===== src/rtl/dht_uart_formatter_pkg.sv =====
// Shared constants and types for the DHT11 reading to UART line formatter.
package dht_uart_formatter_pkg;

  localparam logic [7:0] CH_H     = 8'h48;
  localparam logic [7:0] CH_COLON = 8'h3A;
  localparam logic [7:0] CH_PCT   = 8'h25;
  localparam logic [7:0] CH_SP    = 8'h20;
  localparam logic [7:0] CH_T     = 8'h54;
  localparam logic [7:0] CH_C     = 8'h43;
  localparam logic [7:0] CH_E     = 8'h45;
  localparam logic [7:0] CH_R     = 8'h52;
  localparam logic [7:0] CH_CR    = 8'h0D;
  localparam logic [7:0] CH_LF    = 8'h0A;
  localparam logic [7:0] CH_0     = 8'h30;

  localparam int unsigned MSG_LEN_OK  = 15;
  localparam int unsigned MSG_LEN_ERR = 5;

  typedef enum logic [2:0] {
    ST_IDLE,
    ST_CONV,
    ST_SEND,
    ST_WAIT_BUSY,
    ST_WAIT_DONE
  } state_t;

  // ASCII character for one BCD digit.
  function automatic logic [7:0] ascii_digit(input logic [3:0] d);
    return CH_0 + {4'h0, d};
  endfunction

endpackage


===== src/rtl/bin2bcd8.sv =====
// Sequential double-dabble: 8-bit binary to 3-digit BCD, one bit per cycle.
// A start pulse loads the operand; done rises 8 cycles later and holds
// until the next start.
module bin2bcd8 (
  input  logic        clk_i,
  input  logic        rst_i,
  input  logic        start_i,
  input  logic [7:0]  bin_i,
  output logic [11:0] bcd_o,
  output logic        done_o
);

  logic [7:0]  bin_q;
  logic [11:0] bcd_q;
  logic [2:0]  cnt_q;
  logic        run_q;
  logic        done_q;
  logic [11:0] adj;

  // Add 3 to every BCD digit that is 5 or more before the next shift.
  always_comb begin
    adj = bcd_q;
    for (int unsigned i = 0; i < 3; i++) begin
      if (bcd_q[4*i +: 4] >= 4'd5) begin
        adj[4*i +: 4] = bcd_q[4*i +: 4] + 4'd3;
      end
    end
  end

  // Load on start, then shift one binary bit into the BCD field per cycle.
  always_ff @(posedge clk_i or posedge rst_i) begin
    if (rst_i) begin
      bin_q  <= '0;
      bcd_q  <= '0;
      cnt_q  <= '0;
      run_q  <= 1'b0;
      done_q <= 1'b0;
    end else if (start_i) begin
      bin_q  <= bin_i;
      bcd_q  <= '0;
      cnt_q  <= '0;
      run_q  <= 1'b1;
      done_q <= 1'b0;
    end else if (run_q) begin
      bcd_q <= {adj[10:0], bin_q[7]};
      bin_q <= {bin_q[6:0], 1'b0};
      cnt_q <= cnt_q + 3'd1;
      if (cnt_q == 3'd7) begin
        run_q  <= 1'b0;
        done_q <= 1'b1;
      end
    end
  end

  assign bcd_o  = bcd_q;
  assign done_o = done_q;

endmodule


===== src/rtl/dht_uart_formatter.sv =====
// Turns one DHT11 reading into a fixed ASCII line and streams it byte by
// byte into the UART TX path over the tdata/send/trdy handshake.
module dht_uart_formatter
  import dht_uart_formatter_pkg::*;
#(
  parameter int unsigned BUSY_WAIT = 16
) (
  input  logic       mclk,
  input  logic       reset,
  input  logic       dv,
  input  logic [7:0] hum_int,
  input  logic [7:0] temp_int,
  input  logic       chk_err,
  input  logic       trdy,
  output logic [7:0] tdata,
  output logic       send,
  output logic       busy,
  output logic       dropped,
  output logic       tx_timeout,
  output logic       msg_done
);

  localparam int unsigned    CW       = $clog2(BUSY_WAIT + 1);
  localparam logic [CW-1:0]  CNT_LAST = CW'(BUSY_WAIT - 1);
  localparam logic [3:0]     LAST_OK  = 4'(MSG_LEN_OK - 1);
  localparam logic [3:0]     LAST_ERR = 4'(MSG_LEN_ERR - 1);

  state_t        state_q;
  logic [3:0]    idx_q;
  logic          err_q;
  logic [CW-1:0] cnt_q;
  logic [7:0]    tdata_q;
  logic          send_q;
  logic          busy_q;
  logic          dropped_q;
  logic          timeout_q;
  logic          done_q;

  logic          conv_start;
  logic [11:0]   hum_bcd;
  logic [11:0]   temp_bcd;
  logic          hum_done;
  logic          temp_done;
  logic [7:0]    char_d;
  logic [3:0]    last_idx;

  // The converters register the raw reading themselves on the accept cycle,
  // so they double as the capture registers for humidity and temperature.
  assign conv_start = (state_q == ST_IDLE) && dv && !chk_err;

  bin2bcd8 u_hum_bcd (
    .clk_i   (mclk),
    .rst_i   (reset),
    .start_i (conv_start),
    .bin_i   (hum_int),
    .bcd_o   (hum_bcd),
    .done_o  (hum_done)
  );

  bin2bcd8 u_temp_bcd (
    .clk_i   (mclk),
    .rst_i   (reset),
    .start_i (conv_start),
    .bin_i   (temp_int),
    .bcd_o   (temp_bcd),
    .done_o  (temp_done)
  );

  assign last_idx = err_q ? LAST_ERR : LAST_OK;

  // Character at the current message index.
  always_comb begin
    char_d = '0;
    if (err_q) begin
      case (idx_q)
        4'd0:       char_d = CH_E;
        4'd1, 4'd2: char_d = CH_R;
        4'd3:       char_d = CH_CR;
        4'd4:       char_d = CH_LF;
        default:    char_d = '0;
      endcase
    end else begin
      case (idx_q)
        4'd0:    char_d = CH_H;
        4'd1:    char_d = CH_COLON;
        4'd2:    char_d = ascii_digit(hum_bcd[11:8]);
        4'd3:    char_d = ascii_digit(hum_bcd[7:4]);
        4'd4:    char_d = ascii_digit(hum_bcd[3:0]);
        4'd5:    char_d = CH_PCT;
        4'd6:    char_d = CH_SP;
        4'd7:    char_d = CH_T;
        4'd8:    char_d = CH_COLON;
        4'd9:    char_d = ascii_digit(temp_bcd[11:8]);
        4'd10:   char_d = ascii_digit(temp_bcd[7:4]);
        4'd11:   char_d = ascii_digit(temp_bcd[3:0]);
        4'd12:   char_d = CH_C;
        4'd13:   char_d = CH_CR;
        4'd14:   char_d = CH_LF;
        default: char_d = '0;
      endcase
    end
  end

  // Message sequencer with registered handshake and status pulses.
  always_ff @(posedge mclk or posedge reset) begin
    if (reset) begin
      state_q   <= ST_IDLE;
      idx_q     <= '0;
      err_q     <= 1'b0;
      cnt_q     <= '0;
      tdata_q   <= '0;
      send_q    <= 1'b0;
      busy_q    <= 1'b0;
      dropped_q <= 1'b0;
      timeout_q <= 1'b0;
      done_q    <= 1'b0;
    end else begin
      send_q    <= 1'b0;
      timeout_q <= 1'b0;
      done_q    <= 1'b0;
      dropped_q <= dv && (state_q != ST_IDLE);

      case (state_q)
        ST_IDLE: begin
          if (dv) begin
            err_q   <= chk_err;
            idx_q   <= '0;
            busy_q  <= 1'b1;
            state_q <= chk_err ? ST_SEND : ST_CONV;
          end
        end

        ST_CONV: begin
          if (hum_done && temp_done) begin
            state_q <= ST_SEND;
          end
        end

        ST_SEND: begin
          if (trdy) begin
            tdata_q <= char_d;
            send_q  <= 1'b1;
            cnt_q   <= '0;
            state_q <= ST_WAIT_BUSY;
          end
        end

        ST_WAIT_BUSY: begin
          if (!trdy) begin
            state_q <= ST_WAIT_DONE;
          end else if (cnt_q == CNT_LAST) begin
            timeout_q <= 1'b1;
            state_q   <= ST_WAIT_DONE;
          end else begin
            cnt_q <= cnt_q + 1'b1;
          end
        end

        ST_WAIT_DONE: begin
          if (trdy) begin
            if (idx_q == last_idx) begin
              done_q  <= 1'b1;
              idx_q   <= '0;
              busy_q  <= 1'b0;
              state_q <= ST_IDLE;
            end else begin
              idx_q   <= idx_q + 4'd1;
              state_q <= ST_SEND;
            end
          end
        end

        default: begin
          busy_q  <= 1'b0;
          state_q <= ST_IDLE;
        end
      endcase
    end
  end

  assign tdata      = tdata_q;
  assign send       = send_q;
  assign busy       = busy_q;
  assign dropped    = dropped_q;
  assign tx_timeout = timeout_q;
  assign msg_done   = done_q;

endmodule


===== config.mk =====
export PLATFORM = sky130hd
export DESIGN_NAME = dht_uart_formatter
export DESIGN_NICKNAME = d
export VERILOG_FILES = /design/src/rtl/dht_uart_formatter_pkg.sv /design/src/rtl/bin2bcd8.sv /design/src/rtl/dht_uart_formatter.sv
export SDC_FILE = /design/constraint.sdc
export NUM_CORES = 1
export LEC_CHECK = 0
export CAP_MARGIN = 20
export CORE_MARGIN = 3
export CORE_UTILIZATION = 49
export CTS_CLUSTER_DIAMETER = 80
export DETAILED_ROUTE_END_ITERATION = 10
export GPL_ROUTABILITY_DRIVEN = 1
export GPL_TIMING_DRIVEN = 0
export PLACE_DENSITY = 0.72
export SLEW_MARGIN = 20
export SYNTH_ARGS = -nofsm -noshare
export SYNTH_HDL_FRONTEND = slang
export SYNTH_SLANG_ARGS = --single-unit

===== constraint.sdc =====
create_clock -name mclk -period 2.1 [get_ports mclk]
set_input_delay 0.21 -clock mclk [delete_from_list [all_inputs] [get_ports mclk]]
set_output_delay 0.21 -clock mclk [all_outputs]
set_load 0.01 [all_outputs]

## After elaboration in Yosys (flattened, before gate mapping)

Index checks and enable logic that the tools add are counted.

| word-level totals | value |
|---|---|
| flip-flop bits (word level) | 76 |
| input port bits | 21 |
| output and inout bits | 13 |
| logic and storage cells | 161 |

| cells by class | value |
|---|---|
| $add $sub $neg | 16 |
| magnitude comparators | 6 |
| eq/ne operators | 30 |
| muxes and demuxes | 63 |
| bitwise operators | 1 |
| reduce and logical (&&, ||, !) cells | 25 |

Operator list:

| operator | count |
|---|---|
| one-hot mux 7 bit (14 select lines) | 1 |
| two-way mux 12 bit | 4 |
| adder 6 x 4 -> 7 bit, first input constant | 6 |
| two-way mux 8 bit | 5 |
| two-way mux 3 bit | 12 |
| two-way mux 4 bit | 8 |
| equality test 4 bit, second input constant | 7 |
| one-hot mux 7 bit (4 select lines) | 1 |
| greater-or-equal comparator 4 x 3 -> 1 bit, second input constant | 6 |
| two-way mux 1 bit | 23 |
| adder 4 x 2 -> 4 bit, second input constant | 4 |
| equality test 4 x 3 -> 1 bit, second input constant | 4 |
| two-way mux 5 bit | 3 |
| one-hot mux 3 bit (5 select lines) | 1 |
| inequality test 2 bit, second input constant | 7 |
| nonzero test 2 bit | 6 |
| one-hot mux 5 bit (2 select lines) | 1 |
| equality test 3 bit, second input constant | 3 |
| equality test 4 x 2 -> 1 bit, second input constant | 2 |
| one-hot mux 4 bit (2 select lines) | 1 |
| AND reduction 2 bit | 4 |
| AND reduction 4 bit | 2 |
| adder 3 x 1 -> 3 bit, second input constant | 2 |
| adder 3 x 2 -> 3 bit, second input constant | 2 |
| 20 further kinds | 26 |

## Longest topological paths before layout

Gate-level depths: netlist (run 1).

| logic depth | value |
|---|---|
| depth after elaboration | 5 |
| gate-level depth with buffers | 7 |

## By module

Synthesis (run 1) repeated with hierarchy kept, for this count alone.

| unflattened totals | value |
|---|---|
| cells, all modules | 470 |
| area total of the unflattened synthesis | 4388.0 um2 |

By module, submodules not included:

| module | times used | cells each | area each (um2) | sequential area each (um2) |
|---|---|---|---|---|
| bin2bcd8 | 2 | 135 | 1337.5 | 625.6 |
| dht_uart_formatter | 1 | 200 | 1712.9 | 625.6 |

## Worst setup path before layout (run 1)

OpenSTA, ideal clock, no wires.

| path | value |
|---|---|
| path kind | reg-to-reg |
| start | register idx_q[0] |
| end | register tdata_q[0] (netlist: tdata[0]) |
| setup time | 125 ps |
| arrival | 1574 ps |
| data required time | 1975 ps |
| setup slack | 401 ps |
| stages on the path, launching flop included | 7 |
| buffers on the path | 1 |
| period minus slack after synthesis | 1699 ps |
| path through | dfrtp_1 > ha_1 > clkbuf_1 > a222oi_1 > a21oi_1 > o32ai_1 > nor2_1 |

| on the way | value |
|---|---|
| longest elaborated chain between the ends | 4 |
| elaborated cells between the ends (all ways) | 20 |
| those cells by class | eq/ne (14); mux (3); reduce/logical (3) |

RTL lines:

| what | RTL line | source |
|---|---|---|
| from (decl) | dht_uart_formatter.sv:29 | `logic [3:0] idx_q;` |
| from (signal assigned) | dht_uart_formatter.sv:167 | `idx_q <= idx_q + 4'd1;` |
| equality test 4 bit, or another cell as far along | dht_uart_formatter.sv:83 | `case (idx_q)` |
| OR reduction 2 bit, on equally long branches | - |  |
| one-hot mux 7 bit (14 select lines) / one-hot mux 7 bit (4 select lines) (equally long branches) | dht_uart_formatter.sv:83, dht_uart_formatter.sv:75 |  |
| two-way mux 8 bit * | dht_uart_formatter.sv:74 | `if (err_q) begin` |
| to (signal assigned) | dht_uart_formatter.sv:141 | `tdata_q <= char_d;` |
| to (decl) | dht_uart_formatter.sv:32 | `logic [7:0] tdata_q;` |

Mark *: on every way between the ends. The rest lies on a longest branch, timed or not.
A chain may end at the register's enable or synchronous reset.

## Worst setup path after layout (run 1)

Same ends and word-level chain as after synthesis.

==> results.md, run 1 <==
- Status: completed
- CP Launch Point: idx_q[0]
- First-pass iteration count of the detailed router: 5
- Critical Path RT: 2.34 ns
- Post-detail-place hpwl: 6700 um
- Ys Warns: 0
- Yosys top cell by area: dfrtp_1
- Total CTS buffers: 9
- Power density cells: 1330 nW/um^2
- Buffers on Ports: 31
- Maxcap violations: 0
- Final setup fails: 0
- TritonCTS clock tree: built
- Clock-pin slew of the registers on the worst-case setup and hold paths: 0.08 ns
- CP Launch Type: flip-flop
- Die X: 98.8 um
- Vias in the first global route: 3441
- Initial antenna violation count: 0
- Fin crit period: 1.98 ns
- Placement Rows: 33
- Max-slew violations: 0
- Critical path arrival: 2.22 ns
- Final Hold Fails: 0
- Synthesis-to-layout area growth: 16.8%
- Gpl congestion: 0.874
- Final nets: 544
- Commonest non-fill, non-tap cell in the layout: dfrtp_1
- WL per Instance: 15.3 um
- Clock power frac: 17.5%
- Post-route clock period utilization: 94.2%
- Overall power: 6.54 mW
- Core area: 8300 um^2
- Switching Share: 40.1%
- Leak: 2.13 nW
- Final WL: 9320 um
- H-tree Lvls: 3
- Yosys reg bits: 75
- Worst setup path class: reg -> reg
- EDFF count, synth: 0
- Die area: 9750 um^2
- Least-Margin Pin Slew: 0.656 ns
- Sink Count: 75
- Hold Path Class: in -> reg
- Sequential Power Share: 38.7%
- Drt first-iter violations: 243
- Main area contributors after synthesis: dfrtp_1 45%, ha_1 6.5%, mux2i_1 5.7%
- Worst reg2reg setup slack: 0.12 ns
- Fmax: 505 MHz
- Most frequent cells in the layout: 75 x dfrtp_1, 51 x nand2_1, 41 x o21ai_0
- Mapped Cells: 457
- Primary FF master, synth: dfrtp_1
- Final setup TNS: 0 ns
- Netlist cell types: 53
- Vias per inst: 5.74
- Reg2reg start: idx_q[0]
- CP endpoint kind: flip-flop
- Syn avg cell area: 9.22 um^2
- Final Hold Slack: 0.180 ns
- Clock Path Buffers: 2
- Top Ports: 34
- Via Count: 3505
- Detailed-route DRC error count: 0
- Setup ws final: 0.121 ns
- GR Overflow Total: 0
- RSZ-0062 raised after global routing: no
- Dpl ws: -0.255 ns
- Die Height: 98.8 um
- Max VDD drop: 0.627 mV
- Antenna-violating nets left: 0
- Global-route wire length before repair: 16300 um
- Combinational power share: 43.7%
- Fill count: 708
- Post-synthesis net count: 500
- Total GRT Usage: 20.6%
- Async SR Flop Fraction: 100%
- Synth top area share: 44.5%
- Layout Skew: 0.00827 ns
- Share of layout cells above drive strength 1: 9.09%
- Critical hold path startpoint: trdy
- Sw power: 2.62 mW
- Post-Route Utilization: 59.3%
- Critical path peak fanout: 10
- Clock root buffer: clkbuf_8
- Initial Util: 50.8%
- Cell area after synthesis: 4220 um^2
- Ant diodes: 0
- Pint: 3.92 mW
- Post-synthesis sequential area ratio: 44.5%
- Slew headroom: 56.2%
- Worst-Skew Late Latency: 0.36 ns
- Pin count of the biggest net entering global routing: 33
-- metrics by stage --
stage                     cell area, um^2  cells
after floorplan                      4220    457
after global placement               4660    593
after detailed placement             4710    595
after CTS                            4910    611
after global routing                 4920    611
final                                4920    611
-- worst max-delay path: stages, from the launching register on --
cell      delay (ns)
dfrtp_1         0.48
ha_1            0.31
clkbuf_2        0.23
a222oi_1        0.40
a21oi_1         0.14
o32ai_1         0.24
nor2_1          0.06
-- cells in the mapped netlist (all sizes together) (14+ instances only) --
library cell	instances
dfrtp	75
nand2	52
o21ai	41
a21oi	31
nor2	29
inv	26
mux2i	24
nand3	23
ha	22
buf	15
clkbuf	14
-- final timing paths --
check	end	depth (start not counted)
worst min-delay path	state_q[2]	2
worst max register to register	tdata[0]	6
worst max-delay path	tdata[0]	6
worst min register to register	tdata[6]	2
max in group asynchronous	idx_q[1]	4
min in group asynchronous	tdata[2]	2
-- cell families after synthesis --
logic type	share of synthesized area, %
muxes	6.50
AOI/OAI and AO/OA	17.4
adders and majority gates	6.53
and+or+nand+nor	17.0
buffers and inverters	5.64
xor gates and xnor gates	2.29
DFF	44.5
other	0.0890
-- sequential cells by signal, indices dropped and copies added (netlist names) --
register	count
idx_q	4
u_temp_bcd.bcd_o	12
err_q	1
u_hum_bcd.bcd_o	12
tdata	7
u_hum_bcd.cnt_q	3
u_hum_bcd.run_q	1
u_temp_bcd.run_q	1
dropped	1
msg_done	1
u_hum_bcd.bin_q	8
u_temp_bcd.cnt_q	3
tx_timeout	1
u_hum_bcd.done_o	1
cnt_q	5
u_temp_bcd.bin_q	8
state_q	3
send	1
u_temp_bcd.done_o	1
busy	1
-- layout make-up --
class / count / area (um^2) / area share [%]
Timing Repair Buffer: 33 / 358 / 7.27
Tap cell: 105 / 131 / 2.67
Clock inverter: 5 / 62.6 / 1.27
Inverter: 26 / 101 / 2.06
Sequential cell: 75 / 1880 / 38.1
Multi-Input combinational cell: 327 / 2110 / 42.8
Buffer: 29 / 144 / 2.92
Clock buffer: 11 / 141 / 2.87
-- power groups by stage --
stage	Clock [mW]	Sequential [mW]	Combinational (mW)
floorplan	0	2.44	2.11
global placement	0	2.52	2.72
detailed placement	0	2.55	2.86
CTS	1.16	2.52	2.87
global route	1.24	2.62	3.25
finish	1.15	2.53	2.86
-- layer usage --
| metal | vias to the layer above | global-route usage, % | part of all wire [%] | wire length [um] |
|---|---|---|---|---|
| li1 | 1698 | - | - | - |
| met1 | 1706 | 27.9 | 47 | 4380 |
| met2 | 88 | 33.0 | 47 | 4410 |
| met3 | 13 | 5.52 | 4.6 | 430 |
| met4 | 0 | 5.04 | 1.1 | 102 |
| met5 | - | 0 | 0 | 0 |
-- what timing repair did --
item	4_1_cts	5_1_grt
setup endpoints to repair	0	47
resized for setup	0	6
hold buffers	0	0
buffers inserted	0	0
(Power assumes the default switching activity.)
==> run 2: changes to the inputs <==
--- a/config.mk
+++ b/config.mk
@@ -6,13 +6,14 @@
 export NUM_CORES = 1
 export LEC_CHECK = 0
 export CAP_MARGIN = 20
+export CORE_ASPECT_RATIO = 1.2
 export CORE_MARGIN = 3
 export CORE_UTILIZATION = 49
 export CTS_CLUSTER_DIAMETER = 80
 export DETAILED_ROUTE_END_ITERATION = 10
 export GPL_ROUTABILITY_DRIVEN = 1
 export GPL_TIMING_DRIVEN = 0
-export PLACE_DENSITY = 0.72
+export PLACE_DENSITY_LB_ADDON = 0.2
 export SLEW_MARGIN = 20
 export SYNTH_ARGS = -nofsm -noshare
 export SYNTH_HDL_FRONTEND = slang
==> run 2 against run 1 <==
Against the previous run: sequential power hardly changed; critical endpoint unchanged; clock skew is 0.00087 ns lower; worst setup slack better by 0.012 ns; fmax is 0.62% higher; design area is 1.6% higher; flip-flop and latch count stayed put; sequential share of layout area is 0.59 points lower; routed wire length is 0.73% higher; critical path type unchanged; count of clock-buffer cells in the layout is 1 higher.
==> results.md, run 2 (synthesis gave the netlist of run 1 again) <==
- Fmax: 508 MHz (was 505 MHz)
- GR Overflow Total: 0 (unchanged)
- Final Cell Area: 5000 um^2 (was 4920 um^2)
- Placement Rows: 36 (was 33)
- Drt first-iter violations: 183 (was 243)
- Share of layout cells above drive strength 1: 9.68% (was 9.09%)
- Worst reg-to-reg path cell count: 7 (was 6)
- Final setup fails: 0 (unchanged)
- Total CTS buffers: 9 (unchanged)
- Max stage delay on crit path: 0.47 ns (was 0.48 ns)
- Die area: 9760 um^2 (was 9750 um^2)
- Clock-pin slew of the registers on the worst-case setup and hold paths: 0.08 ns (about the same)
- H-tree Lvls: 3 (unchanged)
- Post-detail-place hpwl: 6720 um (was 6700 um)
- Dpl cell area: 4710 um^2 (about the same)
- Clock root buffer: clkbuf_8 (unchanged)
- Detailed-route DRC error count: 0 (unchanged)
- Pin count of the biggest net entering global routing: 34 (was 33)
- Top Ports: 34 (unchanged)
- Die X: 90.7 um (was 98.8 um)
- Maxcap violations: 0 (unchanged)
- CP Cell Sequence: inv_1 -> ha_1 -> clkbuf_2 -> a222oi_1 -> a21oi_1 -> o32ai_1 -> nor2_1 (was ha_1 -> clkbuf_2 -> a222oi_1 -> a21oi_1 -> o32ai_1 -> nor2_1)
- Post-Route Utilization: 60.7% (was 59.3%)
- Pint: 4.31 mW (was 3.92 mW)
- Buffers on Ports: 31 (unchanged)
- Fill count: 695 (was 708)
- Layout Skew: 0.00740 ns (was 0.00827 ns)
- Setup ws final: 0.133 ns (was 0.121 ns)
- Final Hold Fails: 0 (unchanged)
- Max-slew violations: 0 (unchanged)
- Final Hold Slack: 0.171 ns (was 0.180 ns)
- Sink Count: 75 (unchanged)
- Least-Margin Pin Slew: 0.612 ns (was 0.656 ns)
- Most frequent cells in the layout: 74 x dfrtp_1, 51 x nand2_1, 41 x o21ai_0 (was 75 x dfrtp_1, 51 x nand2_1, 41 x o21ai_0)
- WP buf/inv: 2 (was 1)
- Ant diodes: 0 (unchanged)
- Initial antenna violation count: 0 (unchanged)
- Fin crit period: 1.97 ns (was 1.98 ns)
- Worst reg2reg setup slack: 0.13 ns (was 0.12 ns)
- Max VDD drop: 0.657 mV (was 0.627 mV)
- Worst setup path class: reg -> reg (unchanged)
- Register Area: 1880 um^2 (about the same)
- Antenna-violating nets left: 0 (unchanged)
- Worst-Skew Late Latency: 0.36 ns (about the same)
- Clock Path Buffers: 2 (unchanged)
- Overall power: 6.88 mW (was 6.54 mW)
- Total GRT Usage: 20.2% (was 20.6%)
- Via Count: 3476 (was 3505)
- Worst path depth: 7 (was 6)
- Power density cells: 1380 nW/um^2 (was 1330 nW/um^2)
- TritonCTS clock tree: built (unchanged)
- Critical path arrival: 2.22 ns (about the same)
- Hold Path Class: in -> async (was in -> reg)
- Initial Util: 51.1% (was 50.8%)
- Area occupied by multi-input gates: 2110 um^2 (about the same)
- Die Height: 108 um (was 98.8 um)
- Reg2Reg Capture Point: tdata[0] (unchanged)
- Sequential Power Share: 36.8% (was 38.7%)
- Slew headroom: 59.2% (was 56.2%)
- Dpl ws: -0.273 ns (was -0.255 ns)
- CP top delay family: compound AO/OA/AOI/OAI gates (unchanged)
- Final WL: 9390 um (was 9320 um)
- RSZ-0062 raised after global routing: no (unchanged)
- Switching Share: 37.4% (was 40.1%)
- Vias per inst: 5.61 (was 5.74)
- Status: completed (unchanged)
- Synthesis-to-layout area growth: 18.7% (was 16.8%)
- CP Launch Type: flip-flop (unchanged)
- Core area: 8240 um^2 (was 8300 um^2)
- WL per Instance: 15.1 um (was 15.3 um)
- Clock power frac: 21.9% (was 17.5%)
- Critical path peak fanout: 10 (unchanged)
- Commonest non-fill, non-tap cell in the layout: dfrtp_1 (unchanged)
- Vias in the first global route: 3411 (was 3441)
- First-pass iteration count of the detailed router: 5 (unchanged)
- Combinational power share: 41.3% (was 43.7%)
- Critical path's slowest cell: dfrtp_1 (unchanged)
- Critical Path RT: 2.35 ns (was 2.34 ns)
- CP endpoint kind: flip-flop (unchanged)
- Post-route clock period utilization: 93.7% (was 94.2%)
- Reg2reg start: idx_q[1] (was idx_q[0])
- Leak: 2.16 nW (was 2.13 nW)
- Sw power: 2.57 mW (was 2.62 mW)
- Gpl congestion: 0.833 (was 0.874)
- Final nets: 544 (unchanged)
- Global-route wire length before repair: 15700 um (was 16300 um)
run 2: timing repair:
item | CTS | global route
hold buffers | 0 | 0
endpoints found under the setup margin | 1 | 48
pin swaps | 1 | 1
gates resized for setup | 1 | 8
endpoints found under the hold margin | 0 | 0
setup buffers | 0 | 0
run 2: power groups by stage:
| stage | logic, mW | registers, mW | clock network (mW) |
|---|---|---|---|
| floorplan | 2.11 | 2.44 | 0 |
| global placement | 2.72 | 2.53 | 0 |
| detailed placement | 2.85 | 2.56 | 0 |
| CTS | 2.87 | 2.53 | 1.54 |
| global route | 3.23 | 2.63 | 1.61 |
| finish | 2.84 | 2.54 | 1.51 |
run 2: through the flow:
step | cells | TNS (ns)
after CTS | 620 | 0
after global routing | 620 | 0
after floorplan | 457 | 0
after global placement | 602 | -11.18
final | 620 | 0
after detailed placement | 604 | -10.79
run 2: area by class of cell:
class / instances / area share, %
clock inverter: 4 / 2.40
buffer: 29 / 2.90
clock buffer: 12 / 3.10
sequential: 75 / 37.5
multi-input combinational: 327 / 42.2
inverter: 26 / 2.03
tap: 114 / 2.85
timing repair buffer: 33 / 7.00
run 2: how the worst max path moves through the flow:
stage          startpoint            endpoint  slack, ns
5_1_grt          idx_q[1]            tdata[0]      0.004
6_report         idx_q[1]            tdata[0]       0.13
3_5_place_dp           dv  u_hum_bcd.bcd_o[2]      -0.27
4_1_cts          idx_q[0]            tdata[0]       0.03
2_1_floorplan    idx_q[0]            tdata[0]       0.40
3_3_place_gp           dv  u_hum_bcd.bcd_o[2]      -0.28
run 2: layer usage:
metal | share of wire [%] | up-vias | track usage [%]
met1 | 43 | 1684 | 23.7
met5 | 0 | - | 0
met2 | 51 | 79 | 35.0
met4 | 2.2 | 0 | 10.4
met3 | 4.2 | 16 | 4.20
li1 | - | 1697 | -
==> run 3: changes to the inputs <==
--- a/config.mk
+++ b/config.mk
@@ -6,9 +6,11 @@
 export NUM_CORES = 1
 export LEC_CHECK = 0
 export CAP_MARGIN = 20
+export CELL_PAD_IN_SITES_DETAIL_PLACEMENT = 0
+export CELL_PAD_IN_SITES_GLOBAL_PLACEMENT = 1
 export CORE_ASPECT_RATIO = 1.2
-export CORE_MARGIN = 3
-export CORE_UTILIZATION = 49
+export CORE_MARGIN = 4
+export CORE_UTILIZATION = 41
 export CTS_CLUSTER_DIAMETER = 80
 export DETAILED_ROUTE_END_ITERATION = 10
 export GPL_ROUTABILITY_DRIVEN = 1
==> run 3 against run 2 <==
Against the previous run: highest routed layer unchanged; global-route usage down 2.9 points; critical endpoint unchanged; largest power group unchanged; clock power is 17% higher; routed wire length is 5.0% higher.
==> results.md, run 3 (synthesis gave the netlist of run 1 again) <==
- Total CTS buffers: 9 (unchanged)
- Worst reg2reg setup slack: 0.14 ns (was 0.13 ns)
- Final Cell Area: 5090 um^2 (was 5000 um^2)
- Hold Path Class: in -> reg (was in -> async)
- Post-route clock period utilization: 93.4% (was 93.7%)
- Worst setup path class: reg -> reg (unchanged)
- Sink Count: 75 (unchanged)
- Synthesis-to-layout area growth: 20.8% (was 18.7%)
- Commonest non-fill, non-tap cell in the layout: dfrtp_1 (unchanged)
- Clock-pin slew of the registers on the worst-case setup and hold paths: 0.06 ns (was 0.08 ns)
- Worst reg-to-reg path cell count: 7 (unchanged)
- RSZ-0062 raised after global routing: no (unchanged)
- Max VDD drop: 0.567 mV (was 0.657 mV)
- Hold path cells: 2
- Worst-Skew Late Latency: 0.33 ns (was 0.36 ns)
- TritonCTS clock tree: built (unchanged)
- Setup Fix Bufs, Post-CTS: 0 (unchanged)
- Hold Path End: state_q[2]
- Power density cells: 1410 nW/um^2 (was 1380 nW/um^2)
- Post-CTS Hold Fix Bufs: 0 (unchanged)
- Critical Path RT: 2.32 ns (was 2.35 ns)
- Slew headroom: 52.7% (was 59.2%)
- Via Count: 3450 (was 3476)
- Leak: 2.19 nW (was 2.16 nW)
- Initial Util: 42.1% (was 51.1%)
- Ant diodes: 0 (unchanged)
- Layout Skew: 0.00642 ns (was 0.00740 ns)
- Critical path peak fanout: 10 (unchanged)
- Die Height: 119 um (was 108 um)
- Least-Margin Pin Slew: 0.707 ns (was 0.612 ns)
- First-pass iteration count of the detailed router: 4 (was 5)
- Final setup fails: 0 (unchanged)
- Vias per inst: 5.46 (was 5.61)
- Final Hold Slack: 0.219 ns (was 0.171 ns)
- Top Ports: 34 (unchanged)
- CP Launch Point: idx_q[1] (unchanged)
- Antenna-violating nets left: 0 (unchanged)
- Final Hold Fails: 0 (unchanged)
- Initial antenna violation count: 0 (unchanged)
- Most frequent cells in the layout: 73 x dfrtp_1, 51 x nand2_1, 41 x o21ai_0 (was 74 x dfrtp_1, 51 x nand2_1, 41 x o21ai_0)
- Pin count of the biggest net entering global routing: 30 (was 34)
- Detailed-route DRC error count: 0 (unchanged)
- Clock root buffer: clkbuf_16 (was clkbuf_8)
- Post-detail-place hpwl: 7150 um (was 6720 um)
- Gpl congestion: 0.795 (was 0.833)
- GR Overflow Total: 0 (unchanged)
- H-tree Lvls: 3 (unchanged)
- Buffers on Ports: 31 (unchanged)
- Total GRT Usage: 17.3% (was 20.2%)
- Die X: 101 um (was 90.7 um)
- Reg2Reg Capture Point: tdata[0] (unchanged)
- CP endpoint kind: flip-flop (unchanged)
- Dpl cell area: 4730 um^2 (was 4710 um^2)
- Core area: 10000 um^2 (was 8240 um^2)
- Global-route wire length before repair: 16500 um (was 15700 um)
- Die area: 12000 um^2 (was 9760 um^2)
- Critical path arrival: 2.18 ns (was 2.22 ns)
- Final WL: 9860 um (was 9390 um)
- WL per Instance: 15.6 um (was 15.1 um)
- Dpl ws: -0.319 ns (was -0.273 ns)
- Share of layout cells above drive strength 1: 9.88% (was 9.68%)
- Reg2reg start: idx_q[1] (unchanged)
- Placement Rows: 40 (was 36)
- CP Launch Type: flip-flop (unchanged)
- Max-slew violations: 0 (unchanged)
- Fmax: 510 MHz (was 508 MHz)
- Fin crit period: 1.96 ns (was 1.97 ns)
- Setup ws final: 0.138 ns (was 0.133 ns)
- Overall power: 7.15 mW (was 6.88 mW)
- Critical hold path startpoint: trdy
- Maxcap violations: 0 (unchanged)
- Final nets: 544 (unchanged)
- Status: completed (unchanged)
- Drt first-iter violations: 159 (was 183)
- Vias in the first global route: 3403 (was 3411)
- Clock Path Buffers: 2 (unchanged)
==> run 3: cell count changes in the layout (fill, tap and decap cells not counted) <==
cell	before	now
buf_12	2	1
buf_16	0	1
buf_2	6	7
bufinv_16	4	3
clkbuf_16	0	9
clkbuf_2	5	3
clkbuf_8	11	0
clkinv_2	0	2
clkinv_4	0	1
clkinvlp_4	1	2
dfrtp_1	74	73
dfrtp_2	1	2
==> run 3: power breakdown <==
| part | switching [mW] | internal, mW |
|---|---|---|
| clock network | 0.615 | 1.16 |
| registers | 0.517 | 2.03 |
| logic | 1.53 | 1.30 |
==> run 3: repair_timing <==
action,in CTS,in global routing
pin swaps,1,1
endpoints found under the setup margin,8,3
resized for setup,3,6
==> run 3: how the worst max path moves through the flow <==
stage	cells after the start	slack [ns]	to
6_report	7	0.14	tdata[0]
5_1_grt	7	0.009	tdata[0]
4_1_cts	6	0.05	tdata[0]
3_5_place_dp	6	-0.32	u_hum_bcd.bcd_o[1]
3_3_place_gp	6	-0.34	u_hum_bcd.bcd_o[2]
2_1_floorplan	6	0.40	tdata[0]
==> run 3: layout make-up <==
| class | instances | area [um^2] |
|---|---|---|
| clock buffers | 9 | 225 |
| plain buffers | 29 | 144 |
| repair buffers | 33 | 358 |
| fillers | 982 | 4920 |
| clock inverters | 7 | 116 |
| well taps | 126 | 158 |
| multi-input cells | 327 | 2110 |
| inverters | 26 | 101 |
| flip-flops and latches | 75 | 1880 |
==> run 3: per-stage QoR <==
step	utilization, %	TNS, ns	cells
final	50.9	0	632
after global routing	50.9	0	632
after CTS	50.8	0	632
after detailed placement	47.3	-12.76	616
after global placement	46.8	-13.44	614
after floorplan	-	0	457
==> run 3: layer usage <==
metal | GRT usage [%] | vias to the layer above | share of wire [%]
li1 | - | 1702 | -
met1 | 21.1 | 1678 | 44
met2 | 29.6 | 60 | 51
met3 | 3.57 | 10 | 2.9
met4 | 6.82 | 0 | 1.7
met5 | 0 | - | 0
==> run 3: critical path: stages (launching register included) <==
cell	delay, ns
dfrtp_2	0.43
inv_1	0.08
ha_1	0.21
clkbuf_1	0.23
a222oi_1	0.44
a21oi_1	0.15
o32ai_1	0.25
nor2_1	0.06
==> variant, RTL diff (flow settings as in run 1) <==
Change the package constant `MSG_LEN_OK` from 15 to 7.
--- a/src/rtl/dht_uart_formatter_pkg.sv
+++ b/src/rtl/dht_uart_formatter_pkg.sv
@@ -14,5 +14,5 @@
   localparam logic [7:0] CH_0     = 8'h30;
 
-  localparam int unsigned MSG_LEN_OK  = 15;
+  localparam int unsigned MSG_LEN_OK  = 7;
   localparam int unsigned MSG_LEN_ERR = 5;
 
Behaviour: same outputs for any inputs over 10 cycles, from zero or initial values and one cycle with reset high; that may be too few to reach the edited logic, so the function may still have changed.
==> variant against run 1 <==
Final area up 1.4%. Total power up 5.3%. Setup slack better by 58 ps. Non-clock buffer count unchanged. Area after synthesis up 0.18%. Sequential cell count unchanged. First-iteration DRC count down 30%. Wire length down 1.6%. Critical path type unchanged. Largest cell class unchanged. Highest routed layer unchanged.
==> variant: results (changes against run 1) <==
Outcome
  – Outcome: complete, no violations

Cells and area
  – Layout Nets: 541 (-0.55%)
  – Share of cells above drive strength 1: 0.08748 (-0.003434)

Clock tree
  – Clk slew on worst S/H paths: 80 ps (about the same)
  – Clock Latency Late Sink: 340 ps (-20 ps)

Route
  – Drt first pass iters: 7 (+2)
  – Total Wirelength: 9.166 mm (-1.6%)
  – Vias post-DR: 3498 (-0.20%)

Placement
  – Detail Placement HPWL: 6.594 mm (-1.6%)
  – Placed inst area: 0.004716 sq mm (+0.16%)
  – RePlAce Congestion: 0.9546 (+9.2%)
  – Placed cell count: 592 (-0.50%)

Worst setup path
  – Arrival time at the worst endpoint: 2200 ps (-20 ps)
  – Reg2Reg Capture Point: tdata[3]
  – Reg2Reg Launch Point: idx_q[1]

Logic synthesis
  – Syn Area/Cell: 9.301 sq um (+0.84%)
  – Top cells by area, synth: dfrtp_1 44%, ha_1 6.5%, mux2i_1 5.5%
  – Synthesized Nets: 497 (-0.60%)
  – Commonest cells in the netlist: 75 x dfrtp_1, 50 x nand2_1, 40 x o21ai_0

Global route
  – Vias in the first global route: 3353 (-2.6%)
  – Total track usage: 0.1955 (-0.01026)

Worst hold path
  – Hold path cells: 3 (+1)
  – Hold endpoint: state_q[0]

Power
  – VDD IR max: 0.5764 mV (-8.1%)

Timing
  – Worst Skew: 10.61 ps (+2.349 ps)
  – Hold Slack: 251.4 ps (+71.73 ps)
==> variant: timing repair <==
action                     4_1_cts  5_1_grt
setup endpoints to repair        0        4
gates resized for setup          0        3
hold endpoints to repair         0        0
==> variant: worst max path at each step <==
| stage | start | to | slack [ps] | cells past startpoint |
|---|---|---|---|---|
| after floorplan | cnt_q[0] | cnt_q[3] | 430 | 6 |
| after global placement | dv | u_hum_bcd.bcd_o[6] | 90 | 5 |
| after detailed placement | dv | u_temp_bcd.bcd_o[11] | 70 | 5 |
| after CTS | idx_q[0] | tdata[2] | 130 | 7 |
| after global routing | idx_q[1] | tdata[3] | 4 | 7 |
| final | idx_q[1] | tdata[3] | 180 | 7 |
==> variant: cell families (layout without fill, tap and decap cells) <==
group | count (synthesis) | in the layout | synth area share
buffers and inverters | 53 | 102 | 0.05659
and+or+nand+nor | 138 | 138 | 0.1656
xor gates and xnor gates | 13 | 13 | 0.02696
adders and majority gates | 22 | 22 | 0.06518
AOI/OAI and AO/OA | 127 | 127 | 0.1804
DFF | 75 | 75 | 0.4444
other | 1 | 1 | 0.0008880
muxes | 25 | 25 | 0.05985
==> variant: area by class of cell <==
class / count / area (sq um)
tap: 105 / 131.4
clock inverter: 4 / 120.1
sequential: 75 / 1878
inverter: 24 / 93.84
buffer: 29 / 150.1
fill: 718 / 3306
clock buffer: 12 / 155.1
multi-input combinational: 326 / 2107
timing repair buffer: 33 / 357.8
==> variant: routing by layer <==
metal	routed length, um	global-route usage
met4	192	0.07143
met1	4216	0.2610
met2	4273	0.3125
met5	0	0
met3	484	0.04388
==> variant: through the flow <==
| step | utilization | setup WS [ps] |
|---|---|---|
| floorplan | - | 432.4 |
| finish | 0.6017 | 179.5 |
| global placement | 0.5625 | 88.64 |
| detailed placement | 0.5682 | 70.29 |
| global route | 0.6017 | 3.958 |
| CTS | 0.6014 | 128.2 |
==> variant: worst max-delay path: stages, from the launching register on <==
cell	delay, ps
dfrtp_1	440
inv_1	100
ha_1	280
clkbuf_1	400
mux2i_1	140
o21ai_0	280
a211oi_1	100
nor2_1	110
==> variant: power breakdown <==
group,total (uW),internal (uW),switching [uW],leakage [uW]
clock network,1510,976,537,0.000137
logic,2920,1310,1620,0.00107
registers,2450,2010,445,0.000955
